$ cat src/rtl/alien_plot_sink.sv
// alien_plot_sink
// Sits between the sprite sequencer and the VGA adapter. Each pixel write is
// offset by the latched sprite origin and then queued in a 4-entry FIFO.
// Queued pixels are presented to the adapter in arrival order, with a
// registered handshake.
// Optional feature: if `ALIEN_PLOT_CLIP_EN is defined, any write whose column
// falls off the 160-wide screen is discarded.
module alien_plot_sink (
  input  logic       clk,
  input  logic       reset_n,
  input  logic       load_base,
  input  logic [7:0] base_x,
  input  logic [6:0] base_y,
  input  logic [2:0] add_x,
  input  logic [2:0] colour,
  input  logic       write_en,
  input  logic       plot_ready,
  output logic [7:0] x,
  output logic [6:0] y,
  output logic [2:0] colour_out,
  output logic       plot,
  output logic       overflow,
  output logic [7:0] pixel_count
);

  typedef enum logic {EMPTY, HOLD} stateT;

  stateT       r_state;
  stateT       w_stateNext;
  logic [7:0]  r_orgX;
  logic [6:0]  r_orgY;
  logic [17:0] r_mem [4];
  logic [1:0]  r_wrPtr;
  logic [1:0]  r_rdPtr;
  logic [2:0]  r_count;
  logic        r_overflow;
  logic [7:0]  r_pixelCount;

  logic [7:0]  w_colX;
  logic        w_clip;
  logic        w_full;
  logic        w_pop;
  logic        w_push;
  logic        w_drop;
  logic [17:0] w_head;

`ifdef ALIEN_PLOT_CLIP_EN
  logic [8:0]  w_sum;
  assign w_sum  = {1'b0, r_orgX} + {6'b0, add_x};
  assign w_colX = w_sum[7:0];
  assign w_clip = write_en && (w_sum >= 9'd160);
`else
  assign w_colX = r_orgX + {5'b0, add_x};
  assign w_clip = 1'b0;
`endif

  // A full FIFO can still take a write when the head leaves in the same cycle.
  assign w_full = (r_count == 3'd4);
  assign w_pop  = plot & plot_ready;
  assign w_push = write_en & ~w_clip & (~w_full | w_pop);
  assign w_drop = write_en & ~w_clip & w_full & ~w_pop;
  assign w_head = r_mem[r_rdPtr];

  // Head outputs are forced to zero whenever nothing is being presented.
  assign plot        = (r_state == HOLD);
  assign x           = plot ? w_head[17:10] : 8'd0;
  assign y           = plot ? w_head[9:3]   : 7'd0;
  assign colour_out  = plot ? w_head[2:0]   : 3'd0;
  assign overflow    = r_overflow;
  assign pixel_count = r_pixelCount;

  // Latch the sprite origin. An entry formed in the same cycle still uses the old origin.
  always_ff @(posedge clk or negedge reset_n) begin
    if (!reset_n) begin
      r_orgX <= 8'd0;
      r_orgY <= 7'd0;
    end else if (load_base) begin
      r_orgX <= base_x;
      r_orgY <= base_y;
    end
  end

  // FIFO storage. It has no reset because stale slots are never presented.
  always_ff @(posedge clk) begin
    if (w_push) begin
      r_mem[r_wrPtr] <= {w_colX, r_orgY, colour};
    end
  end

  // Update the pointers and occupancy. The 2-bit pointers wrap naturally from 3 to 0.
  always_ff @(posedge clk or negedge reset_n) begin
    if (!reset_n) begin
      r_wrPtr <= 2'd0;
      r_rdPtr <= 2'd0;
      r_count <= 3'd0;
    end else begin
      if (w_push) r_wrPtr <= r_wrPtr + 2'd1;
      if (w_pop)  r_rdPtr <= r_rdPtr + 2'd1;
      case ({w_push, w_pop})
        2'b10:   r_count <= r_count + 3'd1;
        2'b01:   r_count <= r_count - 3'd1;
        default: r_count <= r_count;
      endcase
    end
  end

  // Sticky overflow flag, plus a saturating counter of delivered pixels.
  always_ff @(posedge clk or negedge reset_n) begin
    if (!reset_n) begin
      r_overflow   <= 1'b0;
      r_pixelCount <= 8'd0;
    end else begin
      if (w_drop) r_overflow <= 1'b1;
      if (w_pop && (r_pixelCount != 8'd255)) r_pixelCount <= r_pixelCount + 8'd1;
    end
  end

  // Output-side state register.
  always_ff @(posedge clk or negedge reset_n) begin
    if (!reset_n) r_state <= EMPTY;
    else          r_state <= w_stateNext;
  end

  // HOLD while the FIFO has data. Leave only when the last entry pops with no refill.
  always_comb begin
    w_stateNext = r_state;
    case (r_state)
      EMPTY: if (w_push) w_stateNext = HOLD;
      HOLD:  if (w_pop && (r_count == 3'd1) && !w_push) w_stateNext = EMPTY;
      default: w_stateNext = EMPTY;
    endcase
  end

endmodule

$ cat config.mk
export PLATFORM = sky130hd
export DESIGN_NAME = alien_plot_sink
export DESIGN_NICKNAME = d
export VERILOG_FILES = /design/src/rtl/alien_plot_sink.sv
export SDC_FILE = /design/constraint.sdc
export NUM_CORES = 1
export LEC_CHECK = 0
export ABC_AREA = 1
export BUFFER_PORTS_ARGS = -buffer_cell sky130_fd_sc_hd__buf_2
export CAP_MARGIN = 20
export CELL_PAD_IN_SITES_DETAIL_PLACEMENT = 1
export CELL_PAD_IN_SITES_GLOBAL_PLACEMENT = 2
export CORE_ASPECT_RATIO = 1.2
export CORE_MARGIN = 2
export CORE_UTILIZATION = 41
export CTS_CLUSTER_SIZE = 20
export DETAILED_ROUTE_END_ITERATION = 8
export GPL_TIMING_DRIVEN = 0
export PLACE_DENSITY = 0.85
export SLEW_MARGIN = 20
export SYNTH_ARGS = -nofsm -noshare
export SYNTH_HDL_FRONTEND = slang
export SYNTH_SLANG_ARGS = --single-unit
$ cat constraint.sdc
create_clock -name clk -period 4.08 [get_ports clk]
set_input_delay 0 -clock clk [delete_from_list [all_inputs] [get_ports clk]]
set_output_delay 0 -clock clk [all_outputs]
set_load 0.05 [all_outputs]
=== Word-level counts from Yosys, hierarchy flattened ===
Memories as Yosys holds them, arrays and structs flattened.
Index checks and enable logic that the tools add are counted.
W data, S select, Z words.

* Bitwise operators: 8
* Multiplexer cells: 8
* Reductions and logical operators: 5
* Eq/ne operators: 5
* Add/sub/neg operators: 6

{| class="wikitable"
|+ Operators by type and width
! cell !! count
|-
| $add A8 B1 Y8 const B || 1
|-
| $add A8 B3 Y8 || 1
|-
| $mux W8 || 1
|-
| $ne A8 B8 Y1 const B || 1
|-
| $mux W7 || 1
|-
| $pmux W3 S2 || 1
|-
| $add A2 B1 Y2 const B || 2
|-
| $and A1 B1 Y1 || 4
|-
| $add A3 B1 Y3 const B || 1
|-
| $eq A3 B1 Y1 const B || 1
|-
| $eq A3 B3 Y1 const B || 1
|-
| $logic_and A1 B1 Y1 || 3
|-
| $mux W1 || 3
|-
| $mux W3 || 1
|-
| $not A1 Y1 || 3
|-
| $sub A3 B1 Y3 const B || 1
|-
| $eq A2 B1 Y1 const B || 1
|-
| $eq A2 B2 Y1 const B || 1
|-
| $pmux W1 S2 || 1
|-
| $reduce_bool A2 Y1 || 1
|-
| $logic_not A1 Y1 || 1
|-
| $or A1 B1 Y1 || 1
|}

* Memory bits (writable): 72
* Bits of input ports: 26
* Memories: 1
* Register bits: 32
* Word-level logic and storage cells: 41

{| class="wikitable"
|+ Memories
! name !! depth !! bits a word !! read ports !! clocked after memory_dff !! write ports !! line !! source
|-
| r_mem || 4 || 18 || 1 || 0 || 1 || 32 || <nowiki>logic [17:0] r_mem [4];</nowiki>
|}

=== Longest topological paths before layout ===
Gate-level depths: netlist (run 1).

* Depth in word-level cells: 8
* Mapped depth: 10
* Depth with buffers taken out: 10

=== Worst setup path before layout (run 1) ===
OpenSTA, ideal clock, no wires.

* Kind: register -> register
* Start point: reg r_state (netlist: plot)
* End point: mem r_mem[0][0], enable pin
* Period minus slack after synthesis: 2279 ps
* Cell stages (with the launch flop): 5
* Data arrival time: 1886 ps
* Buffers on the path: 0
* Path slack: 1801 ps
* Path through: dfrtp_1 > nand2_1 > nand3_1 > nand2_2 > nor2_1

* Word-level cells in the longest chain between the ends: 5

{| class="wikitable"
|+ RTL lines
! what !! line !! source
|-
| from (decl) || 28 || <nowiki>stateT r_state;</nowiki>
|-
| from (signal assigned) || 121 || <nowiki>else r_state <= w_stateNext;</nowiki>
|-
| $and A1 B1 Y1 || 59 || <nowiki>assign w_pop = plot & plot_ready;</nowiki>
|-
| $or A1 B1 Y1 || 60 || <nowiki>assign w_push = write_en & ~w_clip & (~w_full | w_pop);</nowiki>
|-
| $and A1 B1 Y1 || 60 ||
|-
| $mux W1 || 85 || <nowiki>if (w_push) begin</nowiki>
|-
| $mux W1 (implied by the code) || 86 || <nowiki>r_mem[r_wrPtr] <= {w_colX, r_orgY, colour};</nowiki>
|-
| to (decl) || 32 ||
|}

Every way passes these cells.

=== Worst setup path in the final report (run 1) ===
* Start point: reg r_count[0]
* End point: mem r_mem[0][1], enable pin

* Word-level cells in the longest chain between the ends: 6

{| class="wikitable"
|+ RTL lines
! what !! line !! source
|-
| from (decl) || 35 || <nowiki>logic [2:0] r_count;</nowiki>
|-
| from (signal assigned) || 100 || <nowiki>2'b10: r_count <= r_count + 3'd1;</nowiki>
|-
| from (signal assigned) || 101 || <nowiki>2'b01: r_count <= r_count - 3'd1;</nowiki>
|-
| from (signal assigned) || 102 || <nowiki>default: r_count <= r_count;</nowiki>
|-
| $eq A3 B3 Y1 || 58 || <nowiki>assign w_full = (r_count == 3'd4);</nowiki>
|-
| $not A1 Y1 || 60 ||
|-
| $or A1 B1 Y1 || 60 ||
|-
| $and A1 B1 Y1 || 60 ||
|-
| $mux W1 || 85 ||
|-
| $mux W1 (implied by the code) || 86 ||
|}

Every way passes these cells.

==> results.toml, run 1 <==
[synth]
ys_seq_elements = 104
synthArstFlopShare = 0.308
yosys-top-cells-area = "edfxtp_1 (47%), dfrtp_1 (18%), nor2_1 (6.9%), nand2_1 (3.7%), ha_1 (3.6%)"
yosysSeqAreaShare = 0.650
synth_area_leader_cell = "edfxtp_1"
synth.most_common_cell = "nor2_1"
synth_cell_type_count = 32
synthFlopType = "edfxtp_1"
yosysWarnings = 0
synth_common_cells = "nor2_1 (84), edfxtp_1 (72), nand2_1 (45)"
syn-num-nets = 447
post_synth_instance_area_um2 = 4560
synth_edf_count = 72
syn_inst = 407
avgSynthCellArea_um2 = 11.2
synth_top_area_frac = 0.474

[run_status]
outcome = "finished clean"

[detailed_routing]
vias_per_cell = 5.02
wl_per_cell_um = 16.8
drt-pass1-iter-count = 4
drc = 0
drt_wl_total_mm = 10.6
ant_nets = 0
vias = 3176
drt-initial-drc-count = 125

[floorplanning]
die_h_um = 120
die_w_um = 100
ios = 54
row_count = 42
coreArea_um2 = 10900
start_util = 0.417
die-area_um2 = 12000

[cts]
cts_buffers = 9
root_buffer = "clkbuf_16"
post_cts_buffers = 0
clkLatencyLatePin_ns = 0.35
path_clk_slew_ns = 0.07
cts-hold-fix-buffers = 21
cts_max_path_buffers = 2
clkSinkCount = 104
cts_resized = 0
ctsHtreeMaxLevel = 3
cts_tree = "built"

[timing]
rsz0062_at_grt = "no"
setup_ws_ns = 1.95
setup_violations = 0
finalHoldViolCount = 0
timing.final.crit_share = 0.521
whs_ns = 0.0385
layout_min_cycle_time_ns = 2.13
drv_slew = 0
slew_headroom = 0.482
worstMarginPinSlew_ns = 0.776
max_freq_ghz = 0.470
tns_ns = 0
skew_ns = 0.00809

[setup_path]
cp_slowest_stage_delay_ns = 0.56
crit_type = "flop to flop"
crit_family = "simple AND/OR/NAND/NOR gates"
cp-end-kind = "flop"
startpoint_type = "flop"
worstReg2RegStart = "r_count[0]"
crit_buf_inv = 2
critical_path_required_ns = 4.13
worstPathArrival_ns = 2.18
path_max_fanout = 11
crit_chain = "inv_1, ha_1, nand3_1, nand2_2, nor2_2, buf_6"
startpoint = "r_count[0]"
slowest_stage = "nor2_2"

[run]
cap_violations = 0

[power]
power.density_nw_per_um2 = 795
peakVddDrop_mv = 0.359
leakage_uw = 0.00229

[global_routing]
grt_max_degree = 33
grt_pass1_vias = 3330
grtUsageTotal = 0.188
grt_pass1_wl_mm = 16.8
grt_antenna_before_repair = 0
grt-ovfl-total = 0

[min_path]
hold_class = "input pin to flop"
hp-start = "add_x[0]"

[final_layout]
nNetsFinal = 536
final_layout_size_suffix_gt1_frac = 0.216
syn2layout_area_growth_pct = 22.7
nFillCells = 1232
fin_util = 0.512
antennaDiodeCount = 0

[placed_design]
portBuffers = 53
place_congestion = 0.778
pre_cts_ws_ns = 1.90
dpl.hpwl_mm = 7.35
==> where the power goes <==
group	leakage [µW]	switching [µW]	total, µW	internal [µW]
Clock	0.000153	388	931	543
Combinational	0.00109	1450	2000	549
Sequential	0.00104	125	1520	1400
Total	0.00229	1960	4450	2490
==> worst reg2reg max path, cell delays in order, from the launching register on <==
cell and delay (ns):
dfrtp_1 0.42, inv_1 0.09, ha_1 0.20, nand3_1 0.13, nand2_2 0.19, nor2_2 0.56, buf_6 0.24
==> layer usage <==
layer,track usage,part of all wire
met4,0.0659,0.013
met5,0,0
met3,0.0315,0.030
met1,0.229,0.42
met2,0.333,0.54
==> metrics by stage <==
step	std cells	area [µm²]	total power, µW
2_1_floorplan	407	4560	2980
4_1_cts	633	5590	4500
6_report	633	5590	4450
3_3_place_gp	592	4990	3430
3_5_place_dp	596	5060	3540
5_1_grt	633	5590	4690
==> layout make-up <==
class	count	area [µm²]	share of cell area
clock buffers	9	225	0.0403
flip-flops and latches	104	2960	0.530
well taps	132	165	0.0295
clock inverters	7	101	0.0181
repair buffers	78	532	0.0951
plain buffers	13	103	0.0183
inverters	36	135	0.0242
multi-input cells	254	1370	0.245
==> placed cells by master (no fill, tap or decap), drive strengths merged <==
| cell type | netlist | final |
|---|---|---|
| buf | 8 | 65 |
| nor3b | 1 | 1 |
| a21oi | 20 | 20 |
| bufinv | 0 | 2 |
| nor2 | 88 | 88 |
| fa | 1 | 1 |
| nor3 | 2 | 2 |
| dfrtp | 32 | 32 |
| xor2 | 6 | 6 |
| nand4 | 1 | 1 |
| o21ai | 46 | 46 |
| clkinv | 1 | 2 |
| xnor2 | 5 | 5 |
| nand3b | 2 | 2 |
| nand3 | 9 | 9 |
| clkinvlp | 0 | 2 |
| o21bai | 2 | 2 |
| edfxtp | 72 | 72 |
| clkbuf | 5 | 14 |
| ha | 13 | 13 |
| nand2 | 49 | 49 |
| inv | 35 | 37 |
| mux2 | 9 | 9 |
| dlygate4sd3 | 0 | 21 |
==> cell families after synthesis <==
| family | after synthesis | share of synthesized area |
|---|---|---|
| fa+ha+maj | 14 | 0.0401 |
| compound gates | 68 | 0.0757 |
| xor+xnor | 11 | 0.0211 |
| flops | 104 | 0.650 |
| mux | 9 | 0.0222 |
| simple gates | 152 | 0.139 |
| buf+inv | 49 | 0.0521 |
==> flip-flops by register name, summed over array words and instances (netlist names) <==
register / count
r_orgY: 7
r_count: 3
r_wrPtr: 2
pixel_count: 8
overflow: 1
r_mem: 72
r_rdPtr: 2
r_orgX: 8
plot: 1
==> final timing paths <==
path	endpoint	slack, ns	cells after the start
worst max-delay path	r_mem[0][1]	1.95	6
worst min-delay path	r_mem[0][10]	0.04	2
worst max register to register	r_mem[0][1]	1.95	6
worst min register to register	overflow	0.48	1
max in group asynchronous	r_rdPtr[1]	3.31	2
min in group asynchronous	overflow	0.26	2
(Power assumes the default switching activity.)
==> run 2, diff against run 1 <==
--- a/config.mk
+++ b/config.mk
@@ -12,11 +12,11 @@
 export CELL_PAD_IN_SITES_GLOBAL_PLACEMENT = 2
 export CORE_ASPECT_RATIO = 1.2
 export CORE_MARGIN = 2
-export CORE_UTILIZATION = 41
+export CORE_UTILIZATION = 34
 export CTS_CLUSTER_SIZE = 20
 export DETAILED_ROUTE_END_ITERATION = 8
 export GPL_TIMING_DRIVEN = 0
-export PLACE_DENSITY = 0.85
+export PLACE_DENSITY = 0.75
 export SLEW_MARGIN = 20
 export SYNTH_ARGS = -nofsm -noshare
 export SYNTH_HDL_FRONTEND = slang
==> constraint.sdc (replaced) <==
create_clock -name clk -period 1.7 [get_ports clk]
set_input_delay 0 -clock clk [delete_from_list [all_inputs] [get_ports clk]]
set_output_delay 0 -clock clk [all_outputs]
set_load 0.05 [all_outputs]
==> results.toml, run 2 (synthesis results as in run 1) <==
[setup_path]
cp-end-kind = "primary output"
critical_path_required_ns = 1.70
startpoint_type = "flop"
path_max_fanout = 5
worstReg2RegStart = "r_orgX[0]"
startpoint = "r_rdPtr[0]"
r2r_cells = 6
rrSetupSlack_ns = 0.01
worstPathArrival_ns = 1.73
crit_type = "flop to primary output"
r2r-end = "r_mem[1][16]"

[power]
swShare = 0.438
total_power_uw = 11600
p_seq_frac = 0.318
pwr-share-clk = 0.168
p_int_uw = 6530
leakage_uw = 0.00244
pwr-share-comb = 0.514
power.density_nw_per_um2 = 1910
power.net_switching_uw = 5080
peakVddDrop_mv = 0.854

[cts]
cts_tree = "built"
cts_buffers = 9
root_buffer = "clkbuf_16"
cts_max_path_buffers = 2
path_clk_slew_ns = 0.07
ctsHtreeMaxLevel = 3
clkLatencyLatePin_ns = 0.34
clkSinkCount = 104

[floorplanning]
die_h_um = 131
die_w_um = 110
start_util = 0.346
row_count = 46
ios = 54
die-area_um2 = 14400
coreArea_um2 = 13200

[final_layout]
largest_register_ffs = 72
fin_util = 0.461
syn2layout_area_growth_pct = 33.4
final_common_cell = "edfxtp_1"
antennaDiodeCount = 0
nNetsFinal = 551
final_layout_size_suffix_gt1_frac = 0.306
regMostFlops = "r_mem"
mostFrequentLayoutCells = "edfxtp_1 (72), nor2_1 (68), nand2_1 (43), buf_2 (36)"

[run]
cap_violations = 0

[global_routing]
grt_use_met1 = 0.191
grt_most_used_layer = "met2"
grt_antenna_before_repair = 0
grt_pass1_wl_mm = 18.0
grtUsageTotal = 0.169
grt.met3_usage = 0.0322
grt_max_degree = 33
gr-usage-met2 = 0.308
grt-ovfl-total = 0
grt_pass1_vias = 3536

[detailed_routing]
vias_per_cell = 4.75
drt-pass1-iter-count = 4
drt-initial-drc-count = 61
ant_nets = 0
drt_wl_total_mm = 11.5
drc = 0
wl_per_cell_um = 16.8
vias = 3246

[placed_design]
portBuffers = 53
dpl.hpwl_mm = 7.35
place_congestion = 0.765
pre_cts_ws_ns = -0.255

[timing]
tns_ns = -0.0327
layout_min_cycle_time_ns = 1.73
drv_slew = 0
worstMarginPinSlew_ns = 0.797
slew_headroom = 0.469
rsz0062_at_grt = "yes"
setup_violations = 1
timing.final.crit_share = 1.02
finalHoldViolCount = 0
max_freq_ghz = 0.577
whs_ns = 0.0361
skew_ns = 0.00939
setup_ws_ns = -0.0327

[min_path]
hold_depth = 2
hp-start = "add_x[0]"
hold_class = "input pin to flop"
min_to = "r_mem[3][10]"

[run_status]
violations = "negative setup slack"
outcome = "finished, violations left"
==> run 2: cell types whose count changed in the layout (fill, tap and decap cells not counted), sizes merged <==
cell,previous run,this run
buf,65,76
clkbuf,14,19
clkinvlp,2,1
clkinv,2,4
bufinv,2,0
==> run 2: cell type report <==
class,instances,area [µm²]
Clock buffer,10,229
Clock inverter,6,51.3
Inverter,36,143
Timing Repair Buffer,93,802
Buffer,13,155
Fill cell,1448,7100
Sequential cell,104,2970
Tap cell,168,210
Multi-Input combinational cell,254,1530
==> run 2: worst max path at each step <==
stage,endpoint,slack [ns],cells past startpoint
after detailed placement,r_mem[3][11],-0.26,5
after global routing,x[6],-0.09,7
after floorplan,colour_out[0],-0.08,3
after global placement,r_count[2],-0.23,7
after CTS,x[6],-0.006,7
final,y[2],-0.03,7
==> run 2: worst max-delay path: stages (launching register included) <==
cell and delay (ns):
dfrtp_2 0.45, clkbuf_16 0.18, buf_12 0.12, nor2_1 0.04
nor2_1 0.10, o21ai_1 0.10, a21oi_1 0.17, buf_4 0.23
==> run 2: per-layer routing <==
| metal | wire length, µm | part of all wire |
|---|---|---|
| met4 | 233 | 0.020 |
| met5 | 0 | 0 |
| met1 | 4700 | 0.41 |
| met2 | 6260 | 0.54 |
| met3 | 306 | 0.027 |
==> run 2: per-stage QoR <==
| stage | cells | instance area [µm²] |
|---|---|---|
| floorplan | 407 | 4600 |
| global placement | 628 | 5070 |
| detailed placement | 628 | 5070 |
| CTS | 675 | 5810 |
| global route | 684 | 6080 |
| finish | 684 | 6080 |
==> run 2: what timing repair did <==
action                     in CTS  in global routing
hold buffers                   21                  0
pin swaps                       6                 18
setup endpoints to repair     101                 67
hold endpoints to repair       61                  0
cloned                          0                  4
resized for setup              38                 56
buffers inserted               10                  5
==> run 2: power groups by stage <==
stage / Combinational (µW) / Clock, µW / Sequential (µW)
floorplan: 3270 / 0 / 3920
global placement: 4670 / 0 / 3670
detailed placement: 4800 / 0 / 3710
CTS: 5410 / 2010 / 3650
global route: 6420 / 2090 / 3760
finish: 5970 / 1950 / 3700
==> run 3, diff against run 2 <==
--- a/config.mk
+++ b/config.mk
@@ -12,11 +12,11 @@
 export CELL_PAD_IN_SITES_GLOBAL_PLACEMENT = 2
 export CORE_ASPECT_RATIO = 1.2
 export CORE_MARGIN = 2
-export CORE_UTILIZATION = 34
+export CORE_UTILIZATION = 41
 export CTS_CLUSTER_SIZE = 20
 export DETAILED_ROUTE_END_ITERATION = 8
 export GPL_TIMING_DRIVEN = 0
-export PLACE_DENSITY = 0.75
+export PLACE_DENSITY = 0.85
 export SLEW_MARGIN = 20
 export SYNTH_ARGS = -nofsm -noshare
 export SYNTH_HDL_FRONTEND = slang
==> constraint.sdc (replaced) <==
create_clock -name clk -period 2 [get_ports clk]
set_input_delay 0 -clock clk [delete_from_list [all_inputs] [get_ports clk]]
set_output_delay 0 -clock clk [all_outputs]
set_load 0.05 [all_outputs]
==> results.toml, run 3 (synthesis results as in run 1) <==
[run_status]
outcome = "finished clean"

[final_layout]
seqCellArea_um2 = 2960
nNetsFinal = 536
final_area_um2 = 5640
fin_cells = 633
antennaDiodeCount = 0
mostFrequentLayoutCells = "nor2_1 (80), edfxtp_1 (72), buf_2 (56), nand2_1 (44), inv_1 (32)"
final_common_cell = "nor2_1"
nFillCells = 1221
final_layout_size_suffix_gt1_frac = 0.226
largest_register_ffs = 72
syn2layout_area_growth_pct = 23.6
multi_input_area_um2 = 1410
regMostFlops = "r_mem"

[detailed_routing]
drt_wl_total_mm = 10.6
ant_nets = 0
drt-pass1-iter-count = 4
wl_per_cell_um = 16.8
drt-initial-drc-count = 129
drc = 0
vias = 3165
vias_per_cell = 5.00

[floorplanning]
start_util = 0.417
coreArea_um2 = 10900
die-area_um2 = 12000
die_h_um = 120
row_count = 42
die_w_um = 100
ios = 54

[timing]
max_freq_ghz = 0.537
setup_violations = 0
skew_ns = 0.00778
slew_headroom = 0.464
whs_ns = 0.0323
layout_min_cycle_time_ns = 1.86
rsz0062_at_grt = "no"
worstMarginPinSlew_ns = 0.804
finalHoldViolCount = 0
drv_slew = 0
timing.final.crit_share = 0.932

[global_routing]
grt_pass1_vias = 3340
grt_max_degree = 33
grtUsageTotal = 0.188
grt_antenna_before_repair = 0
grt_pass1_wl_mm = 16.8
grt-ovfl-total = 0

[placed_design]
place_inst = 596
portBuffers = 53
place_area_um2 = 5060
dpl.hpwl_mm = 7.35
place_congestion = 0.778

[setup_path]
worstPathArrival_ns = 1.86
startpoint_type = "flop"
path_max_fanout = 10
critical_path_required_ns = 2.00
crit_type = "flop to primary output"
cp-end-kind = "primary output"

[min_path]
hold_class = "input pin to flop"

[run]
cap_violations = 0

[cts]
cts_tree = "built"
clkSinkCount = 104
root_buffer = "clkbuf_16"
cts_max_path_buffers = 2
path_clk_slew_ns = 0.07
clkLatencyLatePin_ns = 0.35
ctsHtreeMaxLevel = 3
post_cts_buffers = 0
cts_buffers = 9

[power]
leakage_uw = 0.00230
peakVddDrop_mv = 0.731
power.density_nw_per_um2 = 1620
run 3: cell count changes in the layout (fill, tap and decap cells not counted), moves of 4 or more:
cell / delta
buf_4: -23
buf_2: +20
nor2_1: +12
nor2_2: -9
o21ai_0: +9
o21ai_1: -7
buf_12: -5
buf_6: -5
a21oi_1: +4
a21oi_2: -4
clkbuf_16: -4
clkbuf_2: +4
run 3: path summary, 6_finish.rpt:
path	start	to	slack [ns]	cells after the start
worst max-delay path	r_rdPtr[0]	x[6]	0.14	5
worst min-delay path	add_x[0]	r_mem[0][10]	0.03	2
worst max register to register	r_count[0]	r_mem[0][3]	0.15	6
worst min register to register	overflow	overflow	0.48	1
max in group asynchronous	reset_n	r_count[0]	1.18	2
min in group asynchronous	reset_n	r_orgX[0]	0.27	2
run 3: worst max-delay path: stages (launching register included):
cell      delay [ns]
dfrtp_1         0.40
inv_2           0.17
clkbuf_2        0.30
o21ai_1         0.11
a21oi_1         0.23
buf_2           0.30
run 3: final cells by class:
type,instances,share of cell area
tap,132,0.0293
inverter,36,0.0242
timing repair buffer,78,0.0943
multi-input combinational,254,0.250
clock inverter,7,0.0180
sequential,104,0.526
buffer,13,0.0184
clock buffer,9,0.0400
run 3: what timing repair did:
| action | CTS | global route |
|---|---|---|
| resized for setup | 4 | 7 |
| hold endpoints to repair | 60 | 0 |
| hold buffers | 21 | 0 |
| setup endpoints to repair | 58 | 71 |
run 3: metrics by stage:
step / power, µW / setup WS [ns] / util / TNS (ns)
2_1_floorplan: 6070 / -0.279 / - / -20.09
3_5_place_dp: 7230 / -0.183 / 0.463 / -5.59
6_report: 9130 / 0.137 / 0.516 / 0
4_1_cts: 9190 / -0.149 / 0.513 / -3.91
3_3_place_gp: 7000 / -0.822 / 0.457 / -57.17
5_1_grt: 9620 / 0.0257 / 0.516 / 0
run 3: layer usage:
layer  part of all wire  vias up  global-route usage
met1               0.42     1568               0.228
met4              0.017        0              0.0659
met2               0.53       49               0.334
met3              0.030       15              0.0315
li1                   -     1533                   -
met5                  0        -                   0
run 3: where the power goes:
part	internal (µW)	total, µW	switching [µW]
clock network	1110	1900	798
logic	1150	4120	2980
registers	2850	3100	256
